`config.mk`:
```
export PLATFORM = sky130hd
export DESIGN_NAME = time_demux
export DESIGN_NICKNAME = d
export VERILOG_FILES = /design/src/rtl/time_mux_pkg.sv /design/src/rtl/time_demux_onehot_enc.sv /design/src/rtl/time_demux.sv
export SDC_FILE = /design/constraint.sdc
export NUM_CORES = 1
export LEC_CHECK = 0
export CAP_MARGIN = 25
export CELL_PAD_IN_SITES_DETAIL_PLACEMENT = 1
export CELL_PAD_IN_SITES_GLOBAL_PLACEMENT = 1
export CORE_AREA = 8 8 45 47
export CTS_CLUSTER_DIAMETER = 40
export DETAILED_ROUTE_END_ITERATION = 7
export DIE_AREA = 0 0 53 55
export GPL_TIMING_DRIVEN = 0
export PLACE_DENSITY = 0.51
export SYNTH_ARGS = -nofsm -noshare
export SYNTH_HDL_FRONTEND = slang
export SYNTH_SLANG_ARGS = --single-unit
```
`constraint.sdc`:
```
create_clock -name clk -period 1.6 [get_ports clk]
set_input_delay 0.32 -clock clk [delete_from_list [all_inputs] [get_ports clk]]
set_output_delay 0.32 -clock clk [all_outputs]
set_load 0.05 [all_outputs]
```
`src/rtl/time_mux_pkg.sv`:
```
// Shared definitions for the time-multiplexed link (mux and demux sides).
// Provides the frame-alignment state type and the expected-strobe helper.
package time_mux_pkg;

    typedef enum logic {
        HUNT = 1'b0,
        LOCK = 1'b1
    } state_t;

    // One-hot strobe for slot idx; zero when idx is outside 0..m-1.
    function automatic logic [31:0] onehot(input int unsigned idx, input int unsigned m);
        return (idx < m) ? (32'd1 << idx) : '0;
    endfunction

endpackage

```
`src/rtl/time_demux_onehot_enc.sv`:
```
// Combinational classifier for the slot strobe: idle, one-hot, and the set bit's index.
// For multi-hot inputs index reports the highest set bit and is_onehot is low.
module onehot_enc #(
    parameter int M = 2
) (
    input  logic [M-1:0]         b,
    output logic                 is_zero,
    output logic                 is_onehot,
    output logic [$clog2(M)-1:0] index
);

    localparam int IW = $clog2(M);

    int unsigned cnt;

    always_comb begin
        cnt   = 0;
        index = '0;
        for (int unsigned i = 0; i < M; i++) begin
            if (b[i]) begin
                cnt   = cnt + 1;
                index = IW'(i);
            end
        end
        is_zero   = (cnt == 0);
        is_onehot = (cnt == 1);
    end

endmodule

```
`src/rtl/time_demux.sv`:
```
// Receive side of the time-multiplexed link: reassembles M slots of N bits into frames.
// Optional TIME_DEMUX_ERR_EN adds the frame_err pulse and saturating err_count.
module time_demux
    import time_mux_pkg::*;
#(
    parameter int N = 1,
    parameter int M = 2
) (
    input  logic           clk,
    input  logic           reset,
    input  logic [N-1:0]   y_in,
    input  logic [M-1:0]   b_in,
    output logic [M*N-1:0] d_out,
    output logic           valid
`ifdef TIME_DEMUX_ERR_EN
    ,
    output logic           frame_err,
    output logic [7:0]     err_count
`endif
);

    localparam int IW = $clog2(M);

    state_t               state;
    logic [IW-1:0]        idx;
    logic [(M-1)*N-1:0]   shadow;

    logic                 is_zero;
    logic                 is_onehot;
    logic [IW-1:0]        b_idx;
    logic                 is_slot0;
    logic                 is_expected;

    onehot_enc #(.M(M)) u_enc (
        .b         (b_in),
        .is_zero   (is_zero),
        .is_onehot (is_onehot),
        .index     (b_idx)
    );

    always_comb begin
        is_slot0    = is_onehot && (b_idx == '0);
        is_expected = (b_in == M'(onehot(32'(idx), M)));
    end

    always_ff @(posedge clk) begin
        if (reset) begin
            state  <= HUNT;
            idx    <= '0;
            shadow <= '0;
            d_out  <= '0;
            valid  <= 1'b0;
`ifdef TIME_DEMUX_ERR_EN
            frame_err <= 1'b0;
            err_count <= '0;
`endif
        end else begin
            valid <= 1'b0;
`ifdef TIME_DEMUX_ERR_EN
            frame_err <= 1'b0;
`endif
            case (state)
                HUNT: begin
                    if (is_slot0) begin
                        shadow[N-1:0] <= y_in;
                        idx           <= IW'(1);
                        state         <= LOCK;
                    end
                end
                LOCK: begin
                    if (is_zero) begin
                        // idle slot: hold alignment and partial frame
                    end else if (is_expected) begin
                        if (idx == IW'(M-1)) begin
                            d_out <= {y_in, shadow};
                            valid <= 1'b1;
                            idx   <= '0;
                            state <= HUNT;
                        end else begin
                            for (int unsigned i = 0; i < M-1; i++) begin
                                if (idx == IW'(i)) shadow[i*N +: N] <= y_in;
                            end
                            idx <= idx + IW'(1);
                        end
                    end else begin
`ifdef TIME_DEMUX_ERR_EN
                        frame_err <= 1'b1;
                        if (err_count != 8'hFF) err_count <= err_count + 8'd1;
`endif
                        // a misplaced slot 0 starts a fresh frame immediately
                        if (is_slot0) begin
                            shadow[N-1:0] <= y_in;
                            idx           <= IW'(1);
                        end else begin
                            idx   <= '0;
                            state <= HUNT;
                        end
                    end
                end
                default: begin
                    idx   <= '0;
                    state <= HUNT;
                end
            endcase
        end
    end

endmodule
```
==> Word level (Yosys, flattened, before mapping) <==
Cells that the tools add are included.
{ "classes": {"n_addsub": 2, "eq_ne": 5, "shift": 1, "muxes": 19, "bitwise_logic": 4, "reduce_logical": 6} }
{ "op_table": {"columns": ["op", "n"], "rows": [
  ["32-bit by 1-bit equality test with 1-bit output (second input constant)", 1],
  ["32-bit logical NOT", 1],
  ["32-bit 2-to-1 mux", 1],
  ["1-bit 2-to-1 mux", 15],
  ["1-bit one-hot mux with 2 select lines", 3],
  ["2-bit inequality test (second input constant)", 2],
  ["1-bit NOT", 4],
  ["2-bit AND reduction", 2],
  ["4-bit AND reduction", 1],
  ["4-bit OR reduction", 1],
  ["3-bit inequality test (second input constant)", 1],
  ["1-bit by 1-bit adder with 2-bit output (second input constant)", 1],
  ["2-bit equality test", 1],
  ["1-bit by 1-bit left shift with 2-bit output (first input constant)", 1],
  ["1-bit adder (second input constant)", 1],
  ["1-bit logical AND", 1]
]} }
{ "word_totals": {"register_bits": 6, "output_inout_bits": 3} }

==> Longest topological paths before layout <==
Gate-level depths: netlist of the first run.
{ "logic_depth": {"depth_word": 9, "mapped_depth": 3} }

==> Hierarchy <==
Synthesis of the first run repeated with hierarchy kept, for this count alone.
{ "unflattened": {"hier_cells": 33, "area_unflattened_um2": 297.8} }
{ "modules_own_cells": {"columns": ["mod", "n_inst", "cells_each", "area_per_inst_um2"], "rows": [
  ["time_demux", 1, 29, 270.3],
  ["onehot_enc", 1, 4, 27.5]
]} }

==> Worst setup path before layout of the first run <==
OpenSTA, ideal clock, no wires.
{ "synth_path": {"path_kind": "flip-flop to output port", "start": "register d_out[0]", "end": "output port d_out[0]", "t_arrival_ns": 0.602, "required_time_ns": 1.280, "path_slack_ns": 0.678, "stages_incl_launch_ff": 1, "path_cell_list": "dfxtp_1"} }
{ "synth_rtl": {"columns": ["item", "line", "source"], "rows": [
  ["from (decl)", "time_demux.sv:13", "output logic [M*N-1:0] d_out,"],
  ["from (signal assigned)", "time_demux.sv:75", "d_out <= {y_in, shadow};"]
]} }
No word-level cell between the ends.

==> Worst setup path after layout of the first run <==
{ "layout_path": {"start": "register d_out[1]", "end": "output port d_out[1]"} }
No word-level cell between the ends.

==> results by group, run 1 <==
Run status
  – Status: completed

Worst setup path
  – Worst path cell trace: dlygate4sd2_1
  – FF-to-FF setup slack: 0.65 ns
  – Crit Path Category: flop to output port
  – CP max FO: 2
  – CP delay by family, top: buffers and inverters
  – Worst path slowest cell: dlygate4sd2_1
  – Type of origin of the critical path: flop
  – Critical Path End Type: output port
  – Critical path's largest stage delay: 0.54 ns
  – Reg2Reg Depth: 3
  – RR Endpoint: d_out[0]$_SDFFE_PP0P_
  – Worst path depth: 1
  – Worst EP required: 1.28 ns
  – Worst R2R Start: state$_SDFF_PP0_
  – Worst path bufs/invs: 1
  – CP arrival: 1.10 ns

Finish
  – Multi-input gate area: ~84 sq um
  – Antenna cells: 0
  – Reg area: 120 sq um
  – Fin area: approximately 310 sq um
  – Filler cells: 165
  – Core Util, Final: 0.226
  – Share of cells above drive strength 1: 0.133
  – Area Overhead vs Synth: 53.4%
  – Nets: 37
  – Most frequent cells in the layout: nor2_1, dfxtp_1, clkdlybuf4s50_1

Global route
  – GRT overflow: 0
  – Largest net degree at the start of global routing: 7
  – Gr usage total: 0.0416
  – Initial antenna violation count: 0
  – Vias in the first global route: 198
  – First-pass GRT wire length: 779 um

Timing
  – Clock Skew: 0.00211 ns
  – Finish-stage setup viols: 0
  – Final-report hold violation count: 0
  – Final Max Slew Viols: 0
  – Slew @ Worst Pin: approximately 0.5 ns
  – Total Neg Setup Slack: 0 ns
  – Worst slew margin: 0.666
  – RSZ-0062 raised after global routing: false
  – Final min period: roughly 1.4 ns
  – Part of the cycle the worst path needs: 0.887
  – Max Fclk: between 0.7 and 0.8 GHz

Floorplan
  – I/O pin count: 8
  – # rows: 14
  – Die area: ~3000 sq um
  – Starting Density: 0.147
  – Horiz. Die Dim: 53 um
  – Die height: 55 um
  – CORE AREA: around 1400 sq um

Placed design
  – RePlAce Congestion: 0.548
  – Placed instance area: 294 sq um
  – Port Buffers: 7
  – Post-detail-place hpwl: 401 um

Worst hold path
  – Worst hold start: d_out[1]$_SDFFE_PP0P_
  – Worst Hold Path EP: d_out[1]$_SDFFE_PP0P_
  – Class of the worst hold path: flop to flop
  – Worst hold path depth: 2

CTS
  – Cts bufs inserted: 3
  – Sink Count: 6
  – CTS tree: built
  – Clock root buffer: clkbuf_4
  – Clock Tree Buf Depth: 2
  – Post-CTS Setup Bufs: 0
  – Clock-pin slew of the registers on the worst-case setup and hold paths: about 0.050 ns
  – H-tree levels: 1
  – Hold buffers post-CTS: 0
  – Clock latency on the worst-skew pair: 0.25 ns

Synth
  – Mapped Cells: 20
  – Synth warn: 0
  – Seq/Total Area, Yosys: 0.589
  – Post-Syn Area: 204 sq um
  – Synth unique cells: 8
  – Average size of a mapped cell: 10.2 sq um
  – Yosys reg bits: 6
  – Syn_nets: 25

Detailed routing
  – Routed length per placed instance: 10.9 um
  – Routed wl met3: 97 um
  – Final ANT Viol Nets: 0
  – DRC Markers: 0
  – DRT Pass-1 Iters: 2
  – Via-to-Cell Ratio: 4.00
  – Final WL: 500 um
  – Initial DRC Count: 1
  – Met2 Wirelength: roughly 170 um
  – Top sig layer: met4
  – WL met1: about 200 um
  – Total number of vias: between 150 and 200

Power and ir drop
  – P_leak: 0.147 nW
  – Worst vdd ir: 0.303 mV
  – Pwr per Cell Area: 1030 nW/um^2
  – Total power draw: between 0.3 and 0.4 mW

Flow run
  – Max-Cap Viols: 0
[through the flow]
stage	instances	worst slack [ns]	hold slack, ns
2_1_floorplan	20	0.678	0.392
3_3_place_gp	43	0.156	0.471
3_5_place_dp	43	0.132	0.487
4_1_cts	46	0.160	0.497
5_1_grt	46	0.127	0.526
6_report	46	0.181	0.490
[layer usage]
| layer | up-vias | global-route usage |
|---|---|---|
| met5 | - | 0 |
| met4 | 0 | 0.0647 |
| met3 | 3 | 0.0348 |
| met2 | 11 | 0.0488 |
| met1 | 82 | 0.0351 |
| li1 | 88 | - |
[cells by family after synthesis]
group / count (synthesis) / synth area share
compound gates: 1 / 0.0245
mux: 3 / 0.147
flops: 6 / 0.589
simple gates: 10 / 0.239
[layout make-up]
type	instances	area share
Sequential cell	6	0.384
Multi-Input combinational cell	14	0.268
Timing Repair Buffer	7	0.212
Clock buffer	3	0.0720
Tap cell	16	0.0640
[where the power goes]
| part | leakage (nW) | total (mW) | switching (mW) | internal (mW) |
|---|---|---|---|---|
| sequential | 0.0489 | 0.157 | 0.00237 | 0.154 |
| clock | 0.0138 | 0.140 | 0.0554 | 0.0849 |
| combinational | 0.0838 | 0.0237 | 0.00966 | 0.0140 |
| total | 0.147 | 0.321 | 0.0675 | 0.253 |
[synthesized netlist by cell type]
cell type / number / area, sq um
nand2_1: 1 / 3.75
nor2_1: 6 / 22.5
nor3_1: 1 / 5.00
and2b_2: 1 / 8.76
a21oi_1: 1 / 5.00
nand4b_1: 1 / 8.76
mux2i_1: 3 / 30.0
dfxtp_1: 6 / 120
[state kept, by name (all words and copies together) (netlist names)]
name and flops:
idx 1, shadow 1, d_out 2, state 1, valid 1
[how the worst max path moves through the flow]
stage                                startpoint               endpoint  slack (ns)
after CTS                 d_out[1]$_SDFFE_PP0P_               d_out[1]        0.16
after global routing      d_out[1]$_SDFFE_PP0P_               d_out[1]        0.13
after floorplan           d_out[0]$_SDFFE_PP0P_               d_out[0]        0.68
final                     d_out[1]$_SDFFE_PP0P_               d_out[1]        0.18
after global placement    d_out[1]$_SDFFE_PP0P_               d_out[1]        0.16
after detailed placement                b_in[1]  d_out[0]$_SDFFE_PP0P_        0.13
[what timing repair did]
item | in CTS | in global routing
gates resized for setup | 3 | 0
endpoints found under the setup margin | 3 | 0
hold endpoints to repair | 0 | 0
No activity file was read; power rests on OpenSTA's default activity.
==> inputs of run 2 (changes only) <==
ABC_AREA = 1   (was unset)
PLACE_DENSITY = 0.57   (was 0.51)
==> results by group, run 2 <==
CTS
  – Clock-pin slew of the registers on the worst-case setup and hold paths: 0.05 ns (about the same)
  – Post-CTS sizing: 3 (unchanged)
  – Hold buffers post-CTS: 0 (unchanged)
  – Sink Count: 6 (unchanged)
  – Clock Tree Buf Depth: 2 (unchanged)
  – Clock latency on the worst-skew pair: 0.24 ns (about the same)
  – CTS tree: built
  – H-tree levels: 1 (unchanged)
  – Cts bufs inserted: 3 (unchanged)
  – Post-CTS Setup Bufs: 0 (unchanged)
  – Clock root buffer: clkbuf_4

Timing
  – Clock Skew: 0.00226 ns (+0.000147 ns)
  – Finish-stage setup viols: 0 (unchanged)
  – Final Max Slew Viols: 0 (unchanged)
  – Slew @ Worst Pin: 0.490 ns (-0.0127 ns)
  – Max Fclk: 0.712 GHz (+1.1%)
  – Final min period: 1.40 ns (-0.0149 ns)
  – Worst slew margin: 0.675 (+0.00843)
  – Total Neg Setup Slack: 0 ns (unchanged)
  – Final-report hold violation count: 0 (unchanged)
  – RSZ-0062 raised after global routing: false
  – Part of the cycle the worst path needs: 0.878 (-0.00933)

Global route
  – Gr usage total: 0.0475 (+0.00597)
  – Initial antenna violation count: 0 (unchanged)
  – Largest net degree at the start of global routing: 6 (-1)
  – Met2 usage: 0.0605 (+0.0117)
  – M3 GR Usage: 0.0508 (+0.0160)
  – Met1 usage in global routing: 0.0471 (+0.0121)
  – Vias in the first global route: 240 (+21%)
  – First-pass GRT wire length: 924 um (+19%)
  – Busiest grt layer: met2
  – GRT overflow: 0 (unchanged)

Finish
  – Most common cell after layout, fill and taps aside: inv_1
  – Multi-input gate area: 92.6 sq um (+10%)
  – Filler cells: 173 (+4.8%)
  – Antenna cells: 0 (unchanged)
  – Reg area: 120 sq um (unchanged)
  – Most frequent cells in the layout: inv_1, nand2_1, nor2_1, dfxtp_1, clkdlybuf4s50_1
  – Max reg flops: 2 (unchanged)
  – Register with the most flip-flops: d_out
  – Area Overhead vs Synth: 45.6%
  – Nets: 51 (+38%)
  – Share of cells above drive strength 1: 0.114 (-0.0197)

Detailed routing
  – Initial DRC Count: 8 (+7)
  – Total number of vias: 228 (+24%)
  – Final WL: 531 um (+6.2%)
  – DRT Pass-1 Iters: 2 (unchanged)
  – Routed length per placed instance: 8.85 um (-19%)
  – Final ANT Viol Nets: 0 (unchanged)
  – Via-to-Cell Ratio: 3.80 (-5.0%)
  – DRC Markers: 0 (unchanged)

Worst setup path
  – Critical path's largest stage delay: 0.53 ns (about the same)
  – Worst EP required: 1.28 ns (about the same)
  – Critical Path End Type: output port
  – CP arrival: 1.08 ns (-0.02 ns)
  – CP delay by family, top: buffers and inverters
  – Worst path bufs/invs: 1 (unchanged)
  – Type of origin of the critical path: flop
  – Worst path slowest cell: dlygate4sd2_1
  – CP max FO: 2 (unchanged)
  – Crit Path Category: flop to output port
  – Worst path cell trace: dlygate4sd2_1

Power and ir drop
  – Combinational fraction of design power: 0.095 (+0.021)
  – Clock network power share: 0.427 (-0.010)
  – P_leak: 0.166 nW (+14%)
  – Total power draw: 0.328 mW (+2.4%)
  – Pwr per Cell Area: 944 nW/um^2 (-7.9%)
  – Sequential Power Share: 0.478 (-0.011)
  – Internal power: 0.254 mW (+0.42%)
  – Sw power: 0.0740 mW (+9.7%)
  – Worst vdd ir: 0.266 mV (-12%)
  – Fraction of power spent switching nets: 0.225 (+0.0151)

Synth
  – Post-synth EDFFs: 0 (unchanged)
  – Top-area cell type share of the netlist area: 0.503 (-0.0863)
  – Post-synth top cells: inv_1, dfxtp_1, nand2_1, nor2_1, nand3_1
  – Synth warn: 0 (unchanged)
  – Ys async rst share: 0 (unchanged)
  – Yosys reg bits: 6 (unchanged)
  – Post-Syn Area: 239 sq um (+17%)
  – Syn_nets: 39 (+56%)
  – Mapped Cells: 34 (+70%)
  – Synth unique cells: 9 (+1)
  – Leading area contributor after synthesis: dfxtp_1
  – Seq/Total Area, Yosys: 0.503 (-0.0863)
  – Top FF cell, synth: dfxtp_1
  – Average size of a mapped cell: 7.03 sq um (-31%)
  – Top post-synthesis cells by area: dfxtp_1, inv_1, nand2_1, nor2_1, nand3_1
  – Most common cell in the netlist: inv_1

Floorplan
  – CORE AREA: 1380 sq um (unchanged)
  – Horiz. Die Dim: 53 um (unchanged)
  – # rows: 14 (unchanged)
  – Die height: 55 um (unchanged)
  – Starting Density: 0.173 (+0.0253)
  – I/O pin count: 8 (unchanged)
  – Die area: 2920 sq um (unchanged)

Flow run
  – Max-Cap Viols: 0 (unchanged)

Placed design
  – Port Buffers: 7 (unchanged)
  – Post-detail-place hpwl: 412 um (+2.7%)
  – RePlAce Congestion: 0.689 (+26%)

Worst hold path
  – Class of the worst hold path: flop to flop

Run status
  – Status: completed
==> run 2: per-stage QoR <==
stage	cells	worst slack, ns	util	cell area [sq um]	hold WS (ns)
after floorplan	34	0.677	-	239	0.389
after global placement	57	0.175	0.238	329	0.455
after detailed placement	57	0.166	0.238	329	0.454
after CTS	60	0.177	0.251	348	0.462
after global routing	60	0.152	0.251	348	0.509
final	60	0.195	0.251	348	0.461
==> run 2: worst min-delay path, stage by stage (launching register included) <==
cell and delay, ns:
dfxtp_1 0.30, nand2_1 0.06, a21oi_1 0.05
==> run 2: routing by layer <==
layer / part of all wire / wire, um / up-vias
met1: 0.48 / 255 / 93
met3: 0.17 / 88 / 0
met5: 0 / 0 / -
met2: 0.35 / 188 / 12
li1: - / - / 123
met4: 0 / 0 / 0
==> run 2: path summary, 6_finish.rpt <==
check,slack [ns],depth (start not counted),from,end
worst max-delay path,0.20,1,d_out[1]$_SDFFE_PP0P_,d_out[1]
worst min-delay path,0.46,2,shadow$_SDFFE_PP0P_,shadow$_SDFFE_PP0P_
worst max register to register,0.82,5,idx$_SDFFE_PP0P_,d_out[1]$_SDFFE_PP0P_
worst min register to register,0.46,2,shadow$_SDFFE_PP0P_,shadow$_SDFFE_PP0P_
==> run 2: cell families after synthesis <==
family / share of synthesized area
flops: 0.503
compound gates: 0.0419
buf+inv: 0.110
simple gates: 0.346
==> run 2: layout make-up <==
| type | instances | share of cell area |
|---|---|---|
| Multi-Input combinational cell | 21 | 0.266 |
| Sequential cell | 6 | 0.345 |
| Clock buffer | 3 | 0.0647 |
| Inverter | 7 | 0.0755 |
| Tap cell | 16 | 0.0576 |
| Timing Repair Buffer | 7 | 0.191 |
==> run 2: power by group through the flow <==
| stage | sequential (mW) | combinational (mW) | clock, mW |
|---|---|---|---|
| 2_1_floorplan | 0.161 | 0.0131 | 0 |
| 3_3_place_gp | 0.160 | 0.0316 | 0 |
| 3_5_place_dp | 0.160 | 0.0317 | 0 |
| 4_1_cts | 0.157 | 0.0315 | 0.148 |
| 5_1_grt | 0.158 | 0.0360 | 0.156 |
| 6_report | 0.157 | 0.0311 | 0.140 |
==> inputs of run 3 (changes only) <==
PLACE_DENSITY = unset   (was 0.57)
PLACE_DENSITY_LB_ADDON = 0.05   (was unset)
==> results by group, run 3 (same netlist as run 2, synthesis figures left out) <==
Run status
  – Status: completed

Timing
  – Finish-stage setup viols: 0 (unchanged)
  – Final-report hold violation count: 0 (unchanged)
  – Slew @ Worst Pin: 0.492 ns (+0.00157 ns)
  – Worst slew margin: 0.674 (-0.00104)
  – Clock Skew: 0.000493 ns (-0.00177 ns)
  – Final min period: 1.41 ns (+0.00884 ns)
  – Total Neg Setup Slack: 0 ns (unchanged)
  – RSZ-0062 raised after global routing: false
  – Part of the cycle the worst path needs: 0.883 (+0.00552)
  – Max Fclk: 0.708 GHz (-0.63%)
  – Final Max Slew Viols: 0 (unchanged)

Global route
  – GRT overflow: 0 (unchanged)
  – Vias in the first global route: 234 (-2.5%)
  – First-pass GRT wire length: 841 um (-9.0%)
  – Initial antenna violation count: 0 (unchanged)
  – Largest net degree at the start of global routing: 6 (unchanged)
  – Gr usage total: 0.0443 (-0.00328)

Detailed routing
  – Initial DRC Count: 2 (-6)
  – DRC Markers: 0 (unchanged)
  – Final ANT Viol Nets: 0 (unchanged)
  – Routed length per placed instance: 9.13 um (+3.2%)
  – Total number of vias: 240 (+5.3%)
  – Via-to-Cell Ratio: 4.00 (+5.3%)
  – DRT Pass-1 Iters: 3 (+1)
  – Final WL: 548 um (+3.2%)

Finish
  – Multi-input gate area: 92.6 sq um (unchanged)
  – Share of cells above drive strength 1: 0.114 (unchanged)
  – Filler cells: 181 (+4.6%)
  – Reg area: 120 sq um (unchanged)
  – Max reg flops: 2 (unchanged)
  – Area Overhead vs Synth: 45.6% (unchanged)
  – Most common cell after layout, fill and taps aside: inv_1
  – Nets: 51 (unchanged)
  – Most frequent cells in the layout: inv_1, nand2_1, nor2_1, dfxtp_1, clkdlybuf4s50_1
  – Register with the most flip-flops: d_out
  – Antenna cells: 0 (unchanged)

Power and ir drop
  – Clock network power share: 0.430 (+0.003)
  – Sw power: 0.0752 mW (+1.6%)
  – Sequential Power Share: 0.477 (about the same)
  – Fraction of power spent switching nets: 0.228 (+0.00273)
  – Worst vdd ir: 0.283 mV (+6.4%)
  – Pwr per Cell Area: 948 nW/um^2 (+0.37%)
  – Internal power: 0.254 mW (about the same)
  – Combinational fraction of design power: 0.094 (about the same)
  – Total power draw: 0.330 mW (+0.37%)
  – P_leak: 0.166 nW (unchanged)

Worst hold path
  – Class of the worst hold path: flop to flop
  – Worst hold path depth: 2 (unchanged)
  – Worst hold start: shadow$_SDFFE_PP0P_

Worst setup path
  – Reg2Reg Depth: 5 (unchanged)
  – CP delay by family, top: buffers and inverters
  – Worst path cell trace: dlygate4sd2_1
  – Crit Path Category: flop to output port
  – Worst path bufs/invs: 1 (unchanged)
  – Type of origin of the critical path: flop
  – FF-to-FF setup slack: 0.81 ns (about the same)
  – Critical path's largest stage delay: 0.53 ns (about the same)
  – Worst EP required: 1.28 ns (about the same)
  – Worst path slowest cell: dlygate4sd2_1
  – Worst setup path end: d_out[1]
  – Critical Path End Type: output port
  – CP arrival: 1.09 ns (about the same)
  – Critical Path Start: d_out[1]$_SDFFE_PP0P_
  – CP max FO: 2 (unchanged)
  – RR Endpoint: d_out[1]$_SDFFE_PP0P_
  – Worst path depth: 1 (unchanged)
  – Worst R2R Start: idx$_SDFFE_PP0P_

CTS
  – Clock latency on the worst-skew pair: 0.24 ns (about the same)
  – CTS tree: built
  – Cts bufs inserted: 3 (unchanged)
  – H-tree levels: 1 (unchanged)
  – Clock Tree Buf Depth: 2 (unchanged)
  – Sink Count: 6 (unchanged)
  – Clock-pin slew of the registers on the worst-case setup and hold paths: 0.05 ns (about the same)
  – Clock root buffer: clkbuf_4

Floorplan
  – Die area: 2920 sq um (unchanged)
  – Horiz. Die Dim: 53 um (unchanged)
  – Die height: 55 um (unchanged)
  – I/O pin count: 8 (unchanged)
  – CORE AREA: 1380 sq um (unchanged)
  – # rows: 14 (unchanged)
  – Starting Density: 0.173 (unchanged)

Placed design
  – RePlAce Congestion: 0.683 (-0.83%)
  – Port Buffers: 7 (unchanged)
  – Post-detail-place hpwl: 458 um (+11%)

Flow run
  – Max-Cap Viols: 0 (unchanged)
-- run 3: worst min-delay path by stage --
stage | slack [ns] | end
finish | 0.47 | shadow$_SDFFE_PP0P_
global route | 0.49 | shadow$_SDFFE_PP0P_
CTS | 0.48 | shadow$_SDFFE_PP0P_
detailed placement | 0.47 | shadow$_SDFFE_PP0P_
global placement | 0.45 | shadow$_SDFFE_PP0P_
floorplan | 0.39 | idx$_SDFFE_PP0P_
-- run 3: tightest hold or removal path, delay by kind of cell (launching register included) --
kind / cells / cell delay (ns)
AND/OR/NAND/NOR: 1 / 0.06
AO/OA/AOI/OAI: 1 / 0.05
flip-flops: 1 / 0.30
-- run 3: final cells by class --
type,count,area share
clock buffers,3,0.0647
flip-flops and latches,6,0.345
inverters,7,0.0755
multi-input cells,21,0.266
repair buffers,7,0.191
well taps,16,0.0576
-- run 3: repair_timing --
item | 4_1_cts | 5_1_grt
endpoints found under the setup margin | 3 | 0
resized for setup | 3 | 0
buffers inserted | 0 | 0
endpoints found under the hold margin | 0 | 0
hold buffers | 0 | 0
-- run 3: metrics by stage --
stage | instances | util | instance area (sq um) | hold slack, ns | worst slack [ns]
after floorplan | 34 | - | 239 | 0.389 | 0.677
after global placement | 57 | 0.238 | 329 | 0.453 | 0.172
after detailed placement | 57 | 0.238 | 329 | 0.471 | 0.164
after CTS | 60 | 0.251 | 348 | 0.479 | 0.170
after global routing | 60 | 0.251 | 348 | 0.488 | 0.128
final | 60 | 0.251 | 348 | 0.468 | 0.187
-- run 3: metal layers --
metal,track usage,routed length [um]
met5,0,0
met4,0.0647,23
met3,0.0321,65
met2,0.0586,222
met1,0.0365,236
-- run 3: power by group through the flow --
stage                     Sequential [mW]  Clock, mW  Combinational [mW]
after floorplan                     0.161          0              0.0131
after global placement              0.160          0              0.0316
after detailed placement            0.160          0              0.0319
after CTS                           0.157      0.149              0.0317
after global routing                0.157      0.155              0.0345
final                               0.157      0.142              0.0309
